File: config.mk
export PLATFORM = sky130hd
export DESIGN_NAME = mips_cpu_fetch_unit_flat
export DESIGN_NICKNAME = d
export VERILOG_FILES = /design/src/rtl/mips_cpu_pkg.sv /design/src/rtl/mips_cpu_fetch_unit_if.sv /design/src/rtl/mips_cpu_fetch_unit.sv /design/src/flat_wrapper.sv
export SDC_FILE = /design/constraint.sdc
export NUM_CORES = 1
export LEC_CHECK = 0
export ABC_CLOCK_PERIOD_IN_PS = 5000
export CAP_MARGIN = 20
export CORE_MARGIN = 2
export CORE_UTILIZATION = 50
export CTS_CLUSTER_DIAMETER = 30
export CTS_CLUSTER_SIZE = 40
export DETAILED_ROUTE_END_ITERATION = 8
export PLACE_DENSITY_LB_ADDON = 0.25
export RECOVER_POWER = 25
export SYNTH_ARGS = -nofsm -noshare
export SYNTH_HDL_FRONTEND = slang
export SYNTH_SLANG_ARGS = --single-unit
File: constraint.sdc
create_clock -name clk -period 5 [get_ports clk]
set_input_delay 0.75 -clock clk [delete_from_list [all_inputs] [get_ports clk]]
set_output_delay 0.75 -clock clk [all_outputs]
set_load 0.05 [all_outputs]
File: src/rtl/mips_cpu_pkg.sv
// ============================================================================
// Package : mips_cpu_pkg
// Shared MIPS CPU definitions: address defaults, fetch FSM states, byte swap.
// Rev 1.0
// ============================================================================
`default_nettype none

package mips_cpu_pkg;

    localparam logic [31:0] RESET_VECTOR_DEFAULT = 32'hBFC0_0000;
    localparam logic [31:0] HALT_ADDRESS_DEFAULT = 32'h0000_0000;

    typedef enum logic [1:0] {
        ST_RUN    = 2'd0,
        ST_DELAY  = 2'd1,
        ST_HALTED = 2'd2,
        ST_FAULT  = 2'd3
    } fetch_state_t;

    // Memory is little-endian; the core works on big-endian words.
    function automatic logic [31:0] byte_swap32(input logic [31:0] w);
        return {w[7:0], w[15:8], w[23:16], w[31:24]};
    endfunction

endpackage

`default_nettype wire

File: src/rtl/mips_cpu_fetch_unit_if.sv
// ============================================================================
// Interface : mips_cpu_fetch_unit_if
// Instruction-memory bus between the fetch unit (master) and memory (slave).
// Rev 1.0
// ============================================================================
`default_nettype none

interface mips_cpu_fetch_unit_if;

    logic [31:0] instr_address;
    logic [31:0] instr_readdata;

    modport master (
        output instr_address,
        input  instr_readdata
    );

    modport slave (
        input  instr_address,
        output instr_readdata
    );

endinterface

`default_nettype wire

File: src/rtl/mips_cpu_fetch_unit.sv
// ============================================================================
// Module : mips_cpu_fetch_unit
// PC owner with branch-delay-slot redirect, halt detection and fault capture.
// Rev 1.0
// ============================================================================
`default_nettype none

module mips_cpu_fetch_unit
    import mips_cpu_pkg::*;
#(
    parameter logic [31:0] RESET_VECTOR = RESET_VECTOR_DEFAULT,
    parameter logic [31:0] HALT_ADDRESS = HALT_ADDRESS_DEFAULT
) (
    input  wire logic               clk,
    input  wire logic               reset,
    input  wire logic               clk_enable,
    input  wire logic               stall,
    input  wire logic               redirect_valid,
    input  wire logic [31:0]        redirect_target,
    mips_cpu_fetch_unit_if.master   imem,
    output      logic [31:0]        instr,
    output      logic [31:0]        pc_plus8,
    output      logic               active,
    output      logic               fault
);

    fetch_state_t state_q;
    logic [31:0]  pc_q;
    logic [31:0]  pending_q;
    logic         active_q;
    logic         fault_q;

    logic [31:0]  pc_d;
    logic         advance_w;
    logic         target_aligned_w;

    assign advance_w        = clk_enable && !stall;
    assign target_aligned_w = (redirect_target[1:0] == 2'b00);

    // In the delay slot the next fetch is the held target; otherwise sequential.
    assign pc_d = (state_q == ST_DELAY) ? pending_q : (pc_q + 32'd4);

    always_ff @(posedge clk or negedge reset) begin
        if (!reset) begin
            state_q   <= ST_RUN;
            pc_q      <= RESET_VECTOR;
            pending_q <= 32'd0;
            active_q  <= 1'b1;
            fault_q   <= 1'b0;
        end else if (advance_w) begin
            case (state_q)
                ST_RUN: begin
                    if (redirect_valid && !target_aligned_w) begin
                        state_q  <= ST_FAULT;
                        active_q <= 1'b0;
                        fault_q  <= 1'b1;
                    end else begin
                        pc_q <= pc_d;
                        if (pc_d == HALT_ADDRESS) begin
                            state_q  <= ST_HALTED;
                            active_q <= 1'b0;
                        end else if (redirect_valid) begin
                            pending_q <= redirect_target;
                            state_q   <= ST_DELAY;
                        end
                    end
                end
                ST_DELAY: begin
                    // A branch sitting in a delay slot is architecturally undefined.
                    if (redirect_valid) begin
                        state_q  <= ST_FAULT;
                        active_q <= 1'b0;
                        fault_q  <= 1'b1;
                    end else begin
                        pc_q <= pc_d;
                        if (pc_d == HALT_ADDRESS) begin
                            state_q  <= ST_HALTED;
                            active_q <= 1'b0;
                        end else begin
                            state_q <= ST_RUN;
                        end
                    end
                end
                default: begin
                    state_q <= state_q;
                end
            endcase
        end
    end

    assign imem.instr_address = pc_q;
    assign instr              = byte_swap32(imem.instr_readdata);
    assign pc_plus8           = pc_q + 32'd8;
    assign active             = active_q;
    assign fault              = fault_q;

endmodule

`default_nettype wire

File: src/flat_wrapper.sv
// flat-port wrapper written by rule: the top's interface ports become plain ports
module mips_cpu_fetch_unit_flat import mips_cpu_pkg::*;
#(
    parameter logic [31:0] RESET_VECTOR = RESET_VECTOR_DEFAULT,
    parameter logic [31:0] HALT_ADDRESS = HALT_ADDRESS_DEFAULT
)
  (clk, reset, clk_enable, stall, redirect_valid, redirect_target, instr, pc_plus8, active, fault, imem_instr_address, imem_instr_readdata);
  mips_cpu_fetch_unit_if imem_i ();
  input  wire logic clk;
  input  wire logic reset;
  input  wire logic clk_enable;
  input  wire logic stall;
  input  wire logic redirect_valid;
  input  wire logic [31:0] redirect_target;
  output      logic [31:0] instr;
  output      logic [31:0] pc_plus8;
  output      logic active;
  output      logic fault;
  output wire logic [$bits(imem_i.instr_address)-1:0] imem_instr_address;
  input wire logic [$bits(imem_i.instr_readdata)-1:0] imem_instr_readdata;
  assign imem_instr_address = imem_i.instr_address;
  assign imem_i.instr_readdata = imem_instr_readdata;
  mips_cpu_fetch_unit #(.RESET_VECTOR(RESET_VECTOR), .HALT_ADDRESS(HALT_ADDRESS)) u_core (.clk(clk), .reset(reset), .clk_enable(clk_enable), .stall(stall), .redirect_valid(redirect_valid), .redirect_target(redirect_target), .imem(imem_i), .instr(instr), .pc_plus8(pc_plus8), .active(active), .fault(fault));
endmodule
== Word level (Yosys, flattened, before mapping) ==
Cells that the tools add are included.
Word-level totals
  bits in registers: 68
  input port bits: 69
Operators by class
  equal/unequal tests: 6
  reductions and logical operators: 13
  muxes and demuxes: 17
  bitwise logic cells: 2
  $add $sub $neg: 2
Operators by type and width (number)
  two-way mux 32 bit: 3
  case mux 32 bit (2 select lines): 1
  adder 32 x 3 -> 32 bit, second input constant: 1
  adder 32 x 4 -> 32 bit, second input constant: 1
  zero test 32 bit: 1
  two-way mux 2 bit: 5
  AND reduction 4 bit: 2
  inequality test 2 bit, second input constant: 3
  two-way mux 1 bit: 5
  AND reduction 5 bit: 1
  zero test 2 bit: 2
  inequality test 4 x 2 -> 1 bit, second input constant: 1
  case mux 1 bit (2 select lines): 2
  case mux 2 bit (2 select lines): 1
  AND reduction 3 bit: 1
  equality test 2 x 1 -> 1 bit, second input constant: 1
  logical AND 1 bit: 2
  zero test 1 bit: 2
  inequality test 2 x 1 -> 1 bit, second input constant: 1
  NOT 1 bit: 2
  AND reduction 2 bit: 1
  nonzero test 2 bit: 1

== Logic depth before layout (Yosys ltp) ==
  depth in word-level cells: 6
  gate-level depth with buffers: 11
  mapped depth without buffers: 9

== Worst setup path after synthesis ==
OpenSTA, ideal clock, no wires.
  kind: flip-flop to output port
  from: reg u_core.pc_q[4] (netlist: u_core.imem.instr_address[4])
  to: out pc_plus8[25]
  buffers on the path: 0
  required time: 4.250 ns
  arrival time: 3.078 ns
  stages on the path, launching flop included: 7
  path slack: 1.172 ns
  cell sequence: dfrtp_1 > ha_1 > nand3_1 > nor4_1 > nand2_1 > nor2_1 > xor2_1
Between the ends
  cells in the longest elaborated chain, start to end: 1
RTL lines
  start: declaration: line mips_cpu_fetch_unit.sv:28  | logic [31:0] pc_q;
  start signal: assignment: line mips_cpu_fetch_unit.sv:58  | pc_q <= pc_d;
  start signal: assignment: line mips_cpu_fetch_unit.sv:75  | pc_q <= pc_d;
  adder 32 x 4 -> 32 bit: line mips_cpu_fetch_unit.sv:93  | assign pc_plus8 = pc_q + 32'd8;
  end: declaration: line flat_wrapper.sv:16  | output logic [31:0] pc_plus8;
Every way passes these cells.

== Worst setup path after layout ==
  from: reg u_core.pc_q[2] (netlist: u_core.imem.instr_address[2])
  to: reg u_core.pending_q[2]
Between the ends
  cells in the longest elaborated chain, start to end: 5
RTL lines
  adder 32 x 3 -> 32 bit: line mips_cpu_fetch_unit.sv:41  | assign pc_d = (state_q == ST_DELAY) ? pending_q : (pc_q + 32'd4);
  two-way mux 32 bit: line mips_cpu_fetch_unit.sv:41
  zero test 32 bit: line mips_cpu_fetch_unit.sv:59  | if (pc_d == HALT_ADDRESS) begin
  NOT 1 bit (no source line)
  AND reduction 5 bit (no source line)
  end signal: assignment: line mips_cpu_fetch_unit.sv:63  | pending_q <= redirect_target;
  end: declaration: line mips_cpu_fetch_unit.sv:29  | logic [31:0] pending_q;
Every way passes these cells.
A chain may end at the register's enable or synchronous reset.

==> metrics.cfg <==
[critical_path]
max_stage_delay_ps = 700
timing.rr.start = u_core.imem.instr_address[2]$_DFFE_PN0P_
path_max_fanout = 19
crit_arrival_ps = 4470
critPathLaunchType = flop
crit_start = u_core.imem.instr_address[2]$_DFFE_PN0P_
cp_top_family = compound AO/OA/AOI/OAI gates
required_ps = 5240
r2r_end = u_core.pending_q[2]$_DFFE_PN0P_
critPathKind = reg -> reg
cp_num_buf_inv = 1
r2r_slack_ps = 770
critPathSlowestCell = a2111oi_0
path_cells = ha_1 > or4b_1 > a2111oi_2 > a31oi_1 > a2111oi_0 > o2111ai_1 > nor4_2 > a21oi_4 > buf_4 > mux2_4
end_kind = flop
worstRegToRegCells = 10

[place]
pre_cts_ws_ps = 907.2
postPlaceCellArea_sq_um = 5548
gp_congestion = 1.002
io_buffers = 102
hpwlAfterDp_mm = 9.822
place_inst = 691

[floorplanning]
start_util = 0.5174
pin_count = 167
dieArea_sq_um = 10360
core.rowCount = 35
die_w_um = 101.8
die_h_um = 101.8
core_sq_um = 9240

[routing]
routed_wirelength_mm = 13.66
drc = 0
drt-initial-drc-count = 394
ant_nets = 0
drt-pass1-iter-count = 5
vias = 4271
via_per_inst = 6.041
wl_per_cell_um = 19.32

[grt]
grt_pass1_vias = 3929
antenna_found_initial = 0
grt_usage = 0.2630
overflow = 0
grt_pass1_wl_mm = 20.82
grt_max_degree = 43

[cts]
cts_htree_levels = 3
root_buffer = clkbuf_8
path_clk_slew_ps = 80
cts_tree = yes
insertion_delay_ps = 350
cts_resized = 0
cts_hold_buf = 0
cts_made_buffers = 9
cts_buffer_depth = 2
cts_setup_buffers = 0
cts.sinks = 68

[layout]
drive_gt1_frac = 0.1419
diodes = 0
final_core_util = 0.6186
design_area_sq_um = 5715
syn2layout_area_growth_pct = 19.55
nNetsFinal = 644
final_cells = 707
nFillCells = 793

[timing]
rsz0062_at_grt = no
slew_viol_final = 34
setup_viol = 0
hold_viol_final = 0
clock_skew_ps = 13.45
fin_crit_ps = 4231
whs_ps = 464.4
post-route-period-util = 0.8462
fin_setup_tns_ps = 0
timing.final.ws_setup_ps = 768.8
fmax_mhz = 236.3
worst_pin_slew_ps = 1961
relSlewSlack = -0.3073

[synthesis]
synth_async_sr_flop_share = 1.000
synth.area.top_cells = dfrtp_1 (30%), mux2_4 (8.8%), buf_4 (6.6%)
ys_seq_area_frac = 0.3585
synth_top_area_cell = dfrtp_1
synthTopCellsByCount = dfrtp_1 (58), nand2_1 (48), nor2_1 (45), buf_4 (42), a21oi_1 (33)
synth_most_common_cell = dfrtp_1
avgSynthCellArea_sq_um = 9.020
ys_ff_latch = 68
ys.flop_type = dfrtp_1
synth.distinct_cells = 65
synth-edff-count = 0
synth_top_cell_area_share = 0.3036
netlist_instances = 530
synth_nets = 601
yosysWarnings = 0
synth_area_sq_um = 4781

[run_status]
violations = max-capacitance violations, max-slew violations
status = complete, but fails checks

[min_path]
worstHoldPathType = reg -> reg
hold_path_end = u_core.fault$_DFFE_PN0P_
hold-path-cell-count = 1
hold_start = u_core.fault$_DFFE_PN0P_

[pwr]
total_power_mw = 3.830
pwr_density_cell_nw_per_um2 = 670.1
irDropWorstVdd_uv = 379.2
p_leak_nw = 2.215

[flow_run]
cap_violations = 1

## worst reg2reg max path: cells and delay by family, from the launching register on
kind,cells,cell delay (ps)
adder cells (fa/ha/maj),1,350
buffers and inverters,1,350
multiplexers,1,320
AO/OA/AOI/OAI,5,1590
AND/OR/NAND/NOR,2,1010
flip-flops,1,490
## sequential cells by signal, indices dropped and copies added (netlist names)
register	count
u_core.active	1
u_core.fault	1
u_core.imem.instr_address	32
u_core.pending_q	32
u_core.state_q	2
## power by group
group / switching, mW / internal [mW] / total, mW
Clock: 0.235 / 0.180 / 0.415
Combinational: 1.42 / 0.812 / 2.23
Sequential: 0.425 / 0.763 / 1.19
Total: 2.08 / 1.76 / 3.83
## area by class of cell
| type | instances | area, sq um | area share |
|---|---|---|---|
| repair buffers | 110 | 1075 | 0.1880 |
| flip-flops and latches | 68 | 1714 | 0.2999 |
| clock buffers | 10 | 127.6 | 0.02233 |
| well taps | 129 | 161.4 | 0.02824 |
| multi-input cells | 379 | 2577 | 0.4510 |
| clock inverters | 6 | 41.29 | 0.007224 |
| inverters | 5 | 18.77 | 0.003284 |
## placed cells by master (no fill, tap or decap), drive strengths merged, types with 8 or more instances in the layout
cell type,n
clkdlybuf4s50,101
o21ai,27
dfrtp,58
mux2,32
a31oi,9
a21oi,34
nor2,45
dfstp,10
xnor2,20
xor2,21
nor3,20
clkbuf,11
nor4,15
buf,8
nand3,20
nand2,49
nand4,14
## per-layer routing
layer,up-vias,global-route usage,wire [um]
li1,1934,-,-
met1,2012,0.3645,5760
met2,268,0.3892,5986
met3,57,0.05314,1316
met4,0,0.1351,597
met5,-,0,0
## logic make-up after synthesis
group	count (synthesis)	synth area share
AND/OR/NAND/NOR	192	0.2078
AO/OA/AOI/OAI	108	0.1426
buffers and inverters	83	0.1049
flip-flops	68	0.3585
XOR/XNOR	41	0.07511
multiplexers	36	0.1057
adder cells (fa/ha/maj)	2	0.005233
## how the worst max path moves through the flow
stage,endpoint,slack [ps],cells past startpoint
3_3_place_gp,u_core.pending_q[4]$_DFFE_PN0P_,970,10
6_report,u_core.pending_q[2]$_DFFE_PN0P_,770,10
3_5_place_dp,u_core.pending_q[5]$_DFFE_PN0P_,910,10
5_1_grt,u_core.pending_q[2]$_DFFE_PN0P_,610,10
4_1_cts,u_core.pending_q[18]$_DFFE_PN0P_,890,10
2_1_floorplan,pc_plus8[25],1170,6
Power figures use the tool's default switching activity.
